### src/rtl/pipe_stage_reg_pkg.sv
// Shared definitions for the inter-stage pipeline registers: occupancy state
// encoding, the EX->MEM (regM) payload layout and its bubble value.
package pipe_stage_reg_pkg;

    typedef enum logic [1:0] {
        ST_EMPTY = 2'd0,
        ST_ONE   = 2'd1,
        ST_TWO   = 2'd2
    } pipe_state_e;

    localparam logic [3:0] MEM_NO_RW        = 4'd0;
    localparam logic       REG_WEN_NO_W     = 1'b0;
    localparam logic [1:0] WB_VALD_SEL_VALE = 2'd0;

    // regM field offsets, LSB upwards; valE sits at bit 0.
    localparam int REGM_VALE_LSB        = 0;
    localparam int REGM_VALB_LSB        = 32;
    localparam int REGM_MEM_RW_LSB      = 64;
    localparam int REGM_WB_REG_WEN_LSB  = 68;
    localparam int REGM_WB_RD_LSB       = 69;
    localparam int REGM_WB_CSR_RD_LSB   = 74;
    localparam int REGM_WB_CSR_SEL_LSB  = 86;
    localparam int REGM_WB_VALD_SEL_LSB = 89;
    localparam int REGM_INSTR_LSB       = 91;
    localparam int REGM_PC_LSB          = 123;
    localparam int REGM_PRE_PC_LSB      = 155;
    localparam int REGM_COMMIT_LSB      = 187;
    localparam int REGM_W               = 188;

    typedef struct packed {
        logic        commit;
        logic [31:0] pre_pc;
        logic [31:0] pc;
        logic [31:0] instr;
        logic [1:0]  wb_vald_sel;
        logic [2:0]  wb_csr_sel;
        logic [11:0] wb_csr_rd;
        logic [4:0]  wb_rd;
        logic        wb_reg_wen;
        logic [3:0]  mem_rw;
        logic [31:0] valb;
        logic [31:0] vale;
    } regm_t;

    localparam regm_t REGM_BUBBLE = '{
        commit:      1'b0,
        pre_pc:      32'd0,
        pc:          32'd0,
        instr:       32'd0,
        wb_vald_sel: WB_VALD_SEL_VALE,
        wb_csr_sel:  3'd0,
        wb_csr_rd:   12'd0,
        wb_rd:       5'd0,
        wb_reg_wen:  REG_WEN_NO_W,
        mem_rw:      MEM_NO_RW,
        valb:        32'd0,
        vale:        32'd0
    };

endpackage

### src/rtl/pipe_stage_reg_if.sv
// Valid/ready channel carrying one packed stage payload; the master drives
// valid and payload, the slave answers with ready.
interface pipe_stage_reg_if #(
    parameter int DATA_W = 96
);
    logic              valid;
    logic              ready;
    logic [DATA_W-1:0] payload;

    modport master (output valid, output payload, input ready);
    modport slave  (input valid, input payload, output ready);
endinterface

### src/rtl/pipe_stage_reg_sat_ctr.sv
// Saturating performance counter that adds 0..3 per cycle and can be cleared.
module pipe_sat_ctr #(
    parameter int CNT_W = 16
) (
    input  logic             clk,
    input  logic             rst_n,
    input  logic             clr,
    input  logic [1:0]       inc,
    output logic [CNT_W-1:0] count
);
    logic [CNT_W:0] sum;

    assign sum = {1'b0, count} + {{(CNT_W-1){1'b0}}, inc};

    // The carry bit means the add went past all-ones, so pin at the ceiling.
    always_ff @(posedge clk or negedge rst_n) begin
        if (!rst_n) begin
            count <= '0;
        end else if (clr) begin
            count <= '0;
        end else if (sum[CNT_W]) begin
            count <= '1;
        end else begin
            count <= sum[CNT_W-1:0];
        end
    end
endmodule

### src/rtl/pipe_stage_reg.sv
// Parametrised pipeline stage register with valid/ready handshake, optional
// two-entry skid buffer, flush-to-bubble and stall/drop perf counters.
module pipe_stage_reg
    import pipe_stage_reg_pkg::*;
#(
    parameter int              DATA_W  = 96,
    parameter bit              SKID_EN = 1'b1,
    parameter logic [DATA_W-1:0] BUBBLE = {DATA_W{1'b0}},
    parameter int              CNT_W   = 16
) (
    input  logic               clk,
    input  logic               rst_n,
    input  logic               flush,
    input  logic               cnt_clr,
    pipe_stage_reg_if.slave    in_ch,
    pipe_stage_reg_if.master   out_ch,
    output logic [1:0]         occupancy,
    output logic [CNT_W-1:0]   stall_cnt,
    output logic [CNT_W-1:0]   drop_cnt
);
    pipe_state_e       state;
    logic [DATA_W-1:0] main_q;
    logic [DATA_W-1:0] skid_q;
    logic              in_ready;
    logic              out_valid;
    logic              in_fire;
    logic              out_fire;
    logic [1:0]        stall_inc;
    logic [1:0]        drop_inc;

    assign out_valid = (state != ST_EMPTY);

    // With the skid buffer in_ready comes straight from the state flops,
    // cutting the ready path from downstream.
    always_comb begin
        in_ready = 1'b0;
        if (SKID_EN) begin
            in_ready = (state != ST_TWO);
        end else begin
            in_ready = !out_valid | out_ch.ready;
        end
    end

    assign in_fire        = in_ch.valid & in_ready;
    assign out_fire       = out_valid & out_ch.ready;
    assign in_ch.ready    = in_ready;
    assign out_ch.valid   = out_valid;
    assign out_ch.payload = main_q;
    assign occupancy      = state;

    always_ff @(posedge clk or negedge rst_n) begin
        if (!rst_n) begin
            state  <= ST_EMPTY;
            main_q <= BUBBLE;
            skid_q <= BUBBLE;
        end else if (flush) begin
            state  <= ST_EMPTY;
            main_q <= BUBBLE;
            skid_q <= BUBBLE;
        end else begin
            case (state)
                ST_EMPTY: begin
                    if (in_fire) begin
                        state  <= ST_ONE;
                        main_q <= in_ch.payload;
                    end
                end
                ST_ONE: begin
                    if (in_fire && out_fire) begin
                        main_q <= in_ch.payload;
                    end else if (in_fire) begin
                        if (SKID_EN) begin
                            state  <= ST_TWO;
                            skid_q <= in_ch.payload;
                        end
                    end else if (out_fire) begin
                        state  <= ST_EMPTY;
                        main_q <= BUBBLE;
                    end
                end
                ST_TWO: begin
                    if (out_fire) begin
                        state  <= ST_ONE;
                        main_q <= skid_q;
                        skid_q <= BUBBLE;
                    end
                end
                default: begin
                    state  <= ST_EMPTY;
                    main_q <= BUBBLE;
                    skid_q <= BUBBLE;
                end
            endcase
        end
    end

    // A head entry leaving in the flush cycle completed, so it is not a drop.
    assign drop_inc  = flush ? (occupancy + {1'b0, in_fire} - {1'b0, out_fire}) : 2'd0;
    assign stall_inc = {1'b0, out_valid & ~out_ch.ready};

    pipe_sat_ctr #(.CNT_W(CNT_W)) u_stall_ctr (
        .clk   (clk),
        .rst_n (rst_n),
        .clr   (cnt_clr),
        .inc   (stall_inc),
        .count (stall_cnt)
    );

    pipe_sat_ctr #(.CNT_W(CNT_W)) u_drop_ctr (
        .clk   (clk),
        .rst_n (rst_n),
        .clr   (cnt_clr),
        .inc   (drop_inc),
        .count (drop_cnt)
    );
endmodule

### src/flat_wrapper.sv
// flat-port wrapper written by rule: the top's interface ports become plain ports
module pipe_stage_reg_flat import pipe_stage_reg_pkg::*;
#(
    parameter int              DATA_W  = 96,
    parameter bit              SKID_EN = 1'b1,
    parameter logic [DATA_W-1:0] BUBBLE = {DATA_W{1'b0}},
    parameter int              CNT_W   = 16
)
  (clk, rst_n, flush, cnt_clr, occupancy, stall_cnt, drop_cnt, in_ch_valid, in_ch_payload, in_ch_ready, out_ch_valid, out_ch_payload, out_ch_ready);
  pipe_stage_reg_if #(.DATA_W(DATA_W)) in_ch_i ();
  pipe_stage_reg_if #(.DATA_W(DATA_W)) out_ch_i ();
  input  logic clk;
  input  logic rst_n;
  input  logic flush;
  input  logic cnt_clr;
  output logic [1:0] occupancy;
  output logic [CNT_W-1:0] stall_cnt;
  output logic [CNT_W-1:0] drop_cnt;
  input wire logic [$bits(in_ch_i.valid)-1:0] in_ch_valid;
  input wire logic [$bits(in_ch_i.payload)-1:0] in_ch_payload;
  output wire logic [$bits(in_ch_i.ready)-1:0] in_ch_ready;
  output wire logic [$bits(out_ch_i.valid)-1:0] out_ch_valid;
  output wire logic [$bits(out_ch_i.payload)-1:0] out_ch_payload;
  input wire logic [$bits(out_ch_i.ready)-1:0] out_ch_ready;
  assign in_ch_i.valid = in_ch_valid;
  assign in_ch_i.payload = in_ch_payload;
  assign in_ch_ready = in_ch_i.ready;
  assign out_ch_valid = out_ch_i.valid;
  assign out_ch_payload = out_ch_i.payload;
  assign out_ch_i.ready = out_ch_ready;
  pipe_stage_reg #(.DATA_W(DATA_W), .SKID_EN(SKID_EN), .BUBBLE(BUBBLE), .CNT_W(CNT_W)) u_core (.clk(clk), .rst_n(rst_n), .flush(flush), .cnt_clr(cnt_clr), .in_ch(in_ch_i), .out_ch(out_ch_i), .occupancy(occupancy), .stall_cnt(stall_cnt), .drop_cnt(drop_cnt));
endmodule
### config.mk
export PLATFORM = sky130hd
export DESIGN_NAME = pipe_stage_reg_flat
export DESIGN_NICKNAME = d
export VERILOG_FILES = /design/src/rtl/pipe_stage_reg_pkg.sv /design/src/rtl/pipe_stage_reg_if.sv /design/src/rtl/pipe_stage_reg_sat_ctr.sv /design/src/rtl/pipe_stage_reg.sv /design/src/flat_wrapper.sv
export SDC_FILE = /design/constraint.sdc
export NUM_CORES = 1
export LEC_CHECK = 0
export CORE_MARGIN = 1.5
export CORE_UTILIZATION = 46
export CTS_BUF_LIST = sky130_fd_sc_hd__clkbuf_16
export DETAILED_ROUTE_END_ITERATION = 10
export PLACE_DENSITY = 0.84
export SETUP_SLACK_MARGIN = 0.5
export SLEW_MARGIN = 20
export SYNTH_ARGS = -nofsm -noshare
export SYNTH_HDL_FRONTEND = slang
export SYNTH_SLANG_ARGS = --single-unit
### constraint.sdc
create_clock -name clk -period 3.1 [get_ports clk]
set_input_delay 0.62 -clock clk [delete_from_list [all_inputs] [get_ports clk]]
set_output_delay 0.62 -clock clk [all_outputs]
set_load 0.01 [all_outputs]
==> flow_summary_export.csv, run 1 <==
group,metric,value,unit
outcome,outcome,"finished clean",
placement,portBuffers,233,
synth,synth-adder-area-share,0.904,%
synth,syn_nets,1060,
synth,muxShareOfSynthArea,9.43,%
cells_and_area,area_growth,36.4,%
min_path,hold_path.class,"in2async",
synth,synth_top_area_cell,"dfrtp_1",
global_routing,grt_pass1_wl,45600,um
clocking,clkSlewWorstSetupHoldPaths,60,ps
global_routing,grt_pass1_vias,8409,
pwr,clkPwrFrac,40.9,%
sta,min_period,2880,ps
run,cap_violations,0,
clocking,clk_latency,520,ps
worst_setup_path,crit_start,"u_core.occupancy[1]",
synth,synth-edff-count,0,
detailed_routing,wl_per_cell,19.4,um
placement,place_area,0.0133,mm2
cells_and_area,multi_input_area,0.00419,mm2
worst_setup_path,crit_path_end_kind,"flip-flop",
cells_and_area,final_area,0.0143,mm2
synth,yosysSeqAreaShare,53.8,%
die,die-area,0.0238,mm2
worst_setup_path,worstSetupPathType,"reg2reg",
worst_setup_path,reg2regPathDepth,15,
placement,dp_slack,-478,ps
pwr,p_sw_share,26.3,%
cells_and_area,drive_gt1_share,11.4,%
sta,max_clock_freq,347,MHz
placement,place.gp.congestion,0.828,
cells_and_area,final_nets,1294,
detailed_routing,avgViaCountPerCell,5.59,
worst_setup_path,start_kind,"flip-flop",
worst_setup_path,rr_startpoint,"u_core.occupancy[1]",
placement,hpwl,18200,um
clocking,cts-root-buf,"clkbuf_16",
synth,synth_ff_type,"dfrtp_1",
sta,min_period_over_period,93.0,%
die,core,0.0225,mm2
worst_setup_path,cp.required,3530,ps
detailed_routing,drc,0,
worst_setup_path,path_max_fanout,4,
global_routing,overflow,0,
cells_and_area,fill_cells,1728,
detailed_routing,wl,28900,um
clocking,cts_buffers,24,
pwr,p_int,0.00543,W
sta,fin_worst_skew,6.02,ps
die,start_util,46.7,%
die,pin_count,234,
clocking,clockBufferDepth,3,
die,die_width,154,um
sta,finalWorstSetupSlack,217,ps
synth,syn_area,0.0105,mm2
pwr,switchingPower,0.00194,W
cells_and_area,seqCellArea,0.00566,mm2
worst_setup_path,timing.reg2reg.setup_slack,220,ps
synth,yosysWarnings,0,
synth,netlist.area_leader.share,53.8,%
synth,synthArstFlopShare,100,%
pwr,combPwrFrac,15.5,%
detailed_routing,drt-pass1-iter-count,5,
global_routing,antenna_found_initial,2,
clocking,h-tree-depth,1,
pwr,leakage,6.10,nW
synth,synth_most_common_cell,"dfrtp_1",
pwr,powerDensity,514,mW/mm2
sta,maxSlewViolCount,0,
synth,synth.avg_cell_area,11.1,um2
detailed_routing,ant_nets,0,
detailed_routing,first_iter_violations,500,
detailed_routing,via_count,8330,
sta,relSlewSlack,59.2,%
synth,synth_area_leaders,"dfrtp_1 54%, mux2i_1 9.4%, a22oi_1 6.9%, o2bb2ai_1 6.3%, nand2_1 3.9%",
pwr,seqPwrFrac,43.6,%
global_routing,grt_max_degree,77,
clocking,cts_tree,"built",
clocking,cts_num_sinks,226,
die,row_count,55,
synth,synth-seq-cells,226,
synth,synth_top_family_by_area,"compound AO/OA/AOI/OAI gates",
die,die_h,154,um
synth,yosys.area_share.simple,7.68,%
worst_setup_path,cp.arrival,3320,ps
sta,setup_violations,0,
pwr,ir_worst_vdd,354,uV
global_routing,grt.total_usage,23.7,%
sta,rsz0062_at_grt,"yes",
synth,yosys.cell_types.count,45,
synth,synth_cells,951,
synth,synth_compound_area_share,18.6,%
sta,worst_slew_pin_slew,610,ps
synth,synth_xor_area_share,1.75,%
sta,finalHoldViolCount,0,
synth,synth_common_cells,"226 x dfrtp_1, 110 x nand2_1, 109 x inv_1",
layer usage:
| layer | part of all wire [%] | GRT usage [%] | up-vias |
|---|---|---|---|
| met3 | 6.3 | 4.60 | 39 |
| met2 | 48 | 38.1 | 279 |
| met5 | 0 | 0 | - |
| met4 | 1.8 | 5.64 | 0 |
| li1 | - | - | 3803 |
| met1 | 44 | 33.3 | 4209 |
worst max-delay path: stages, from the launching register on:
cell and delay (ps):
dfrtp_1 390, nor2_2 150, nor2b_2 60, ha_1 280, inv_2 40, ha_4 150, xnor2_2 120, xnor2_1 220
nand2_2 110, fa_2 360, nand3b_1 200, buf_6 170, nor3_4 130, nand2_1 110, buf_4 160, a21oi_1 140
metrics by stage:
stage / total power (W) / hold WS, ps / util [%] / setup TNS, ps / instances
detailed placement: 0.00438 / 473 / 59.1 / -5680 / 1435
CTS: 0.00742 / 64.5 / 63.2 / 0 / 1481
global route: 0.00765 / 86.7 / 63.7 / 0 / 1488
global placement: 0.00435 / 471 / 59.1 / -4260 / 1435
floorplan: 0.00378 / 324 / - / 0 / 951
finish: 0.00738 / 57.7 / 63.7 / 0 / 1489
cells in the final DEF, fill, tap and decap left out, types with 4 or more instances in the layout:
| cell type | instances |
|---|---|
| nor4_1 | 9 |
| buf_12 | 13 |
| nand2_1 | 109 |
| nand3_1 | 9 |
| dfrtp_1 | 226 |
| clkinvlp_4 | 4 |
| o21ai_0 | 4 |
| nor3_1 | 9 |
| mux2i_1 | 99 |
| a21oi_2 | 4 |
| clkbuf_16 | 26 |
| clkinv_4 | 4 |
| nor2_1 | 11 |
| a22oi_1 | 96 |
| o2bb2ai_2 | 20 |
| inv_1 | 108 |
| nor2b_1 | 8 |
| nand4_1 | 6 |
| xnor2_1 | 17 |
| buf_4 | 29 |
| clkdlybuf4s50_1 | 231 |
| a21oi_4 | 4 |
| o2bb2ai_1 | 76 |
| bufinv_16 | 4 |
| a21oi_1 | 21 |
logic make-up (layout without fill, tap and decap cells):
kind of cell,Yosys count,after routing
AOI/OAI and AO/OA,237,237
xor gates and xnor gates,21,21
adders and majority gates,7,7
buffers and inverters,181,432
DFF,226,226
muxes,99,99
other,0,2
and+or+nand+nor,180,180
area by class of cell:
cell class | instances | share of cell area (%)
Antenna cell | 2 | 0.0349
Clock buffer | 24 | 4.19
Clock inverter | 19 | 1.57
Inverter | 109 | 2.85
Multi-Input combinational cell | 544 | 29.2
Sequential cell | 226 | 39.4
Tap cell | 285 | 2.49
Timing Repair Buffer | 280 | 20.2
worst paths after layout:
check | end
min in group clk | u_core.out_ch.payload[23]
worst min register to register | u_core.out_ch.payload[23]
worst max-delay path | u_core.u_drop_ctr.count[7]
worst min-delay path | u_core.skid_q[90]
max in group asynchronous | u_core.skid_q[58]
worst max register to register | u_core.u_drop_ctr.count[7]
state kept, by name, indices dropped and copies added, names as in the netlist:
name                      cells
u_core.u_stall_ctr.count     16
u_core.occupancy              2
u_core.u_drop_ctr.count      16
u_core.out_ch.payload        96
u_core.skid_q                96
power groups by stage:
stage | Combinational, W | Sequential [W] | Clock, W
final | 0.00114 | 0.00322 | 0.00301
after global placement | 0.00109 | 0.00326 | 0
after floorplan | 0.000492 | 0.00329 | 0
after detailed placement | 0.00111 | 0.00327 | 0
after CTS | 0.00114 | 0.00322 | 0.00307
after global routing | 0.00123 | 0.00323 | 0.00318
what timing repair did:
action / in CTS / in global routing
buffers inserted: 3 / 4
endpoints found under the setup margin: 17 / 17
hold buffers: 0 / 0
resized for setup: 18 / 6
cloned: 0 / 2
pin swaps: 9 / 4
(Power assumes the default switching activity.)
==> inputs of run 2 (changes only) <==
Settings changed: CAP_MARGIN set to 10, PLACE_DENSITY 0.84 to 0.78.
==> run 2 against run 1 <==
Core utilization decreased by 0.80 points. Power increased by 0.64%. Register-to-register slack about the same. Clock power is 3% higher. Worst hold slack better by 46 ps. Clock skew rose by 7.2 ps. Setup slack gained 9.2 ps. Largest cell class unchanged.
==> flow_summary_export.csv, run 2 (same netlist as run 1, synthesis figures left out) <==
group,metric,value,unit
outcome,outcome,"finished clean",
global_routing,antenna_found_initial,0,
global_routing,grt.total_usage,23.5,%
sta,min_period_over_period,92.7,%
pwr,leakage,6.03,nW
clocking,h-tree-depth,1,
sta,min_period,2870,ps
clocking,clkSlewWorstSetupHoldPaths,60,ps
sta,fin_worst_skew,13.2,ps
worst_setup_path,start_kind,"flip-flop",
clocking,cts_buffers,25,
clocking,cts-root-buf,"clkbuf_16",
die,core,0.0225,mm2
placement,portBuffers,233,
pwr,power,0.00742,W
cells_and_area,area_growth,34.7,%
cells_and_area,final_nets,1285,
die,row_count,55,
worst_setup_path,cp.arrival,3250,ps
die,die-area,0.0238,mm2
worst_setup_path,crit_family,"simple AND/OR/NAND/NOR gates",
cells_and_area,layout_common_cells,"231 x clkdlybuf4s50_1, 226 x dfrtp_1, 111 x inv_1",
worst_setup_path,path_buf_inv,2,
die,start_util,46.7,%
detailed_routing,wl_per_cell,18.9,um
sta,maxSlewViolCount,0,
placement,place.gp.congestion,0.814,
worst_setup_path,path_cells,"nor2_2 > nor2b_1 > ha_1 > inv_2 > ha_4 > xnor2_2 > xnor2_1 > nand2_1 > fa_2 > nand3b_1 > nor3_2 > buf_4 > mux2i_1 > nor2_1",
worst_setup_path,slowest_delay,400,ps
sta,setup_violations,0,
detailed_routing,drt-pass1-iter-count,7,
worst_setup_path,path_max_fanout,3,
sta,finalHoldViolCount,0,
placement,hpwl,17400,um
run,cap_violations,0,
clocking,ctsHoldBuffers,0,
detailed_routing,first_iter_violations,540,
sta,setup_tns,0,ps
pwr,ir_worst_vdd,338,uV
global_routing,overflow,0,
die,pin_count,234,
clocking,clk_latency,520,ps
sta,worst_slew_pin_slew,742,ps
detailed_routing,avgViaCountPerCell,5.63,
cells_and_area,mostFrequentLayoutCell,"clkdlybuf4s50_1",
cells_and_area,drive_gt1_share,9.96,%
global_routing,grt_pass1_wl,45500,um
worst_setup_path,crit_path_end_kind,"flip-flop",
worst_setup_path,cp_slowest_cell,"dfrtp_1",
global_routing,grt_max_degree,97,
sta,relSlewSlack,50.4,%
min_path,hold_path.class,"in2async",
detailed_routing,wl,28000,um
sta,rsz0062_at_grt,"yes",
worst_setup_path,cp.required,3470,ps
worst_setup_path,worstSetupPathType,"reg2reg",
sta,max_clock_freq,348,MHz
detailed_routing,via_count,8325,
die,die_width,154,um
cells_and_area,fill_cells,1762,
detailed_routing,drc,0,
clocking,cts_tree,"built",
cells_and_area,diodes,0,
detailed_routing,ant_nets,0,
clocking,cts_num_sinks,226,
pwr,powerDensity,524,mW/mm2
global_routing,grt_pass1_vias,8522,
die,die_h,154,um
clocking,clockBufferDepth,3,
## run 2: cell count changes in the layout (fill, tap and decap cells not counted), sizes merged
cell    change
buf         -8
clkbuf      -1
diode       -2
clkinv      -2
bufinv      +1
inv         +3
## run 2: worst reg2reg max path, cell delays in order (launching register included)
cell	delay, ps
dfrtp_1	400
nor2_2	130
nor2b_1	60
ha_1	280
inv_2	40
ha_4	150
xnor2_2	130
xnor2_1	160
nand2_1	130
fa_2	380
nand3b_1	270
nor3_2	200
buf_4	160
mux2i_1	190
nor2_1	60
## run 2: repair_timing
item                       4_1_cts  5_1_grt
gates cloned                     0        0
setup buffers                    1        1
pin swaps                        5        2
setup endpoints to repair       17       17
gates resized for setup         16        2
## run 2: report_power, final
part	internal (W)	switching [W]	total [W]	leakage (nW)
combinational	0.000527	0.000564	0.00109	2.52
sequential	0.00311	0.000106	0.00322	3.09
clock	0.00188	0.00123	0.00311	0.421
total	0.00552	0.00190	0.00742	6.03
## run 2: per-stage QoR
step	hold WS, ps	util (%)	instance area, um2	instances	setup slack (ps)
after detailed placement	472	58.8	13200	1432	-424
after global placement	472	58.8	13200	1432	-369
after global routing	133	62.9	14200	1480	55.8
final	103	62.9	14200	1480	226
after floorplan	324	-	10600	951	57.9
after CTS	99.6	62.9	14100	1479	225
## run 2: final cells by class
cell class / instances / area, um2 / area share, %
Tap cell: 285 / 357 / 2.52
Multi-Input combinational cell: 544 / 4150 / 29.3
Clock inverter: 21 / 233 / 1.64
Timing Repair Buffer: 270 / 2730 / 19.3
Sequential cell: 226 / 5660 / 39.9
Inverter: 109 / 409 / 2.89
Clock buffer: 25 / 626 / 4.42
## run 2: routing by layer
layer / track usage, % / wire [um] / vias up
met5: 0 / 0 / -
met4: 5.09 / 442 / 0
met3: 4.90 / 2070 / 40
met2: 37.6 / 12900 / 292
met1: 33.1 / 12600 / 4189
li1: - / - / 3804
## run 2: final timing paths
check                                     startpoint                     endpoint  slack [ps]  depth (start not counted)
min reg2reg                u_core.out_ch.payload[15]    u_core.out_ch.payload[15]         490                          1
min                                            rst_n            u_core.skid_q[91]         100                          1
max reg2reg                      u_core.occupancy[1]  u_core.u_drop_ctr.count[10]         230                         14
max                              u_core.occupancy[1]  u_core.u_drop_ctr.count[10]         230                         14
min in group clk           u_core.out_ch.payload[15]    u_core.out_ch.payload[15]         490                          1
max in group asynchronous                      rst_n    u_core.out_ch.payload[22]        2260                          2
==> inputs of run 3 (changes only) <==
Settings changed: CORE_ASPECT_RATIO set to 0.7.
==> run 3 against run 2 <==
Clock-buffer cell count is 1 lower. Via count is 0.24% higher. Clock power is 12% lower. Setup slack better by 43 ps. Register-to-register slack better by 40 ps. Cell count is 1.8% higher.
==> flow_summary_export.csv, run 3 (same netlist as run 1, synthesis figures left out) <==
group,metric,value,unit
outcome,outcome,"finished clean",
detailed_routing,wl,29300,um
global_routing,grt_max_degree,85,
die,start_util,46.6,%
global_routing,grt.total_usage,23.9,%
worst_setup_path,path_cells,"nor2_4 > nor2b_4 > ha_4 > inv_2 > ha_4 > and2_4 > ha_4 > inv_2 > fa_2 > nand3b_1 > nor3_2 > buf_4 > nand2_2 > a21oi_1",
sta,finalHoldViolCount,0,
worst_setup_path,slowest_delay,420,ps
detailed_routing,avgViaCountPerCell,5.54,
sta,fin_worst_skew,8.82,ps
pwr,power,0.00708,W
placement,portBuffers,233,
worst_setup_path,cp.arrival,3250,ps
die,die_h,129,um
clocking,cts_num_sinks,226,
clocking,h-tree-depth,1,
detailed_routing,first_iter_violations,564,
die,pin_count,234,
detailed_routing,ant_nets,0,
cells_and_area,seqCellArea,0.00566,mm2
global_routing,grt_pass1_vias,8356,
sta,worst_slew_pin_slew,784,ps
placement,hpwl,18200,um
sta,maxSlewViolCount,0,
worst_setup_path,worstSetupPathType,"reg2reg",
sta,relSlewSlack,47.6,%
clocking,cts-root-buf,"clkbuf_16",
run,cap_violations,0,
sta,min_period,2830,ps
global_routing,overflow,0,
cells_and_area,fill_cells,1827,
placement,place.gp.congestion,0.857,
pwr,leakage,6.04,nW
detailed_routing,via_count,8345,
cells_and_area,multi_input_area,0.00419,mm2
die,core,0.0226,mm2
worst_setup_path,reg2regPathDepth,14,
cells_and_area,drive_gt1_share,10.1,%
clocking,cts_tree,"built",
sta,min_period_over_period,91.3,%
clocking,clkSlewWorstSetupHoldPaths,60,ps
cells_and_area,area_growth,35.1,%
cells_and_area,final_nets,1286,
min_path,hold_path.class,"in2async",
worst_setup_path,start_kind,"flip-flop",
pwr,powerDensity,499,mW/mm2
worst_setup_path,cp.required,3520,ps
clocking,clockBufferDepth,3,
die,die-area,0.0238,mm2
sta,rsz0062_at_grt,"yes",
worst_setup_path,crit_top_cell,"ha_4",
die,die_width,184,um
worst_setup_path,path_buf_inv,3,
sta,max_clock_freq,353,MHz
worst_setup_path,cp_slowest_cell,"dfrtp_1",
clocking,clk_latency,520,ps
global_routing,antenna_found_initial,1,
detailed_routing,drc,0,
sta,finalWorstSetupSlack,269,ps
detailed_routing,wl_per_cell,19.4,um
pwr,ir_worst_vdd,381,uV
worst_setup_path,crit_family,"adder cells",
detailed_routing,drt-pass1-iter-count,5,
cells_and_area,mostFrequentLayoutCell,"clkdlybuf4s50_1",
clocking,ctsHoldBuffers,0,
die,row_count,46,
placement,dp_slack,-384,ps
cells_and_area,layout_common_cells,"230 x clkdlybuf4s50_1, 226 x dfrtp_1, 109 x nand2_1, 109 x inv_1, 99 x mux2i_1",
worst_setup_path,cp.depth,14,
global_routing,grt_pass1_wl,45400,um
worst_setup_path,path_max_fanout,5,
sta,setup_violations,0,
worst_setup_path,crit_path_end_kind,"flip-flop",
clocking,cts_buffers,24,
[run 3: cell count changes in the layout (fill, tap and decap cells not counted), moves of 3 or more]
cell / before / now
bufinv_16: 5 / 2
clkinvlp_4: 4 / 0
clkinv_1: 5 / 8
buf_12: 8 / 11
buf_6: 5 / 2
[run 3: final cells by class]
cell class                 count  area share [%]
inverter                     109            2.88
multi-input combinational    545            29.5
antenna                        1          0.0176
timing repair buffer         271            19.7
tap                          312            2.75
clock inverter                18            1.02
clock buffer                  24            4.23
sequential                   226            39.8
[run 3: path summary, 6_finish.rpt]
path / startpoint / to / slack (ps)
max in group asynchronous: rst_n / u_core.u_stall_ctr.count[14] / 2210
max: u_core.occupancy[0] / u_core.u_drop_ctr.count[7] / 270
min in group clk: u_core.out_ch.payload[16] / u_core.out_ch.payload[16] / 490
max reg2reg: u_core.occupancy[0] / u_core.u_drop_ctr.count[7] / 270
min reg2reg: u_core.out_ch.payload[16] / u_core.out_ch.payload[16] / 490
min: rst_n / u_core.skid_q[18] / 80
[run 3: metal layers]
metal  vias up  GRT usage, %  share of wire, %
li1       3793             -                 -
met3        30          5.34               8.5
met1      4196          35.4                46
met5         -             0                 0
met4         0          4.15               1.3
met2       326          36.4                44
[run 3: timing repair]
item / in CTS / in global routing
resized for setup: 12 / 11
hold endpoints to repair: 0 / 0
buffers inserted: 2 / 6
setup endpoints to repair: 17 / 17
gates cloned: 1 / 2
pin swaps: 6 / 7
[run 3: power breakdown]
group	leakage (nW)	internal [W]	switching, W	total, W
clock network	0.376	0.00158	0.00117	0.00275
logic	2.58	0.000540	0.000578	0.00112
registers	3.09	0.00311	0.000108	0.00322
total	6.04	0.00523	0.00186	0.00708
[run 3: stage by stage]
step	setup TNS [ps]	util [%]	area, um2	hold WS, ps	std cells
3_5_place_dp	-4940	58.7	13200	473	1452
3_3_place_gp	-4480	58.7	13200	470	1452
2_1_floorplan	0	-	10600	324	951
4_1_cts	0	62.3	14100	123	1497
6_report	0	62.9	14200	83.5	1506
5_1_grt	0	62.9	14200	126	1506
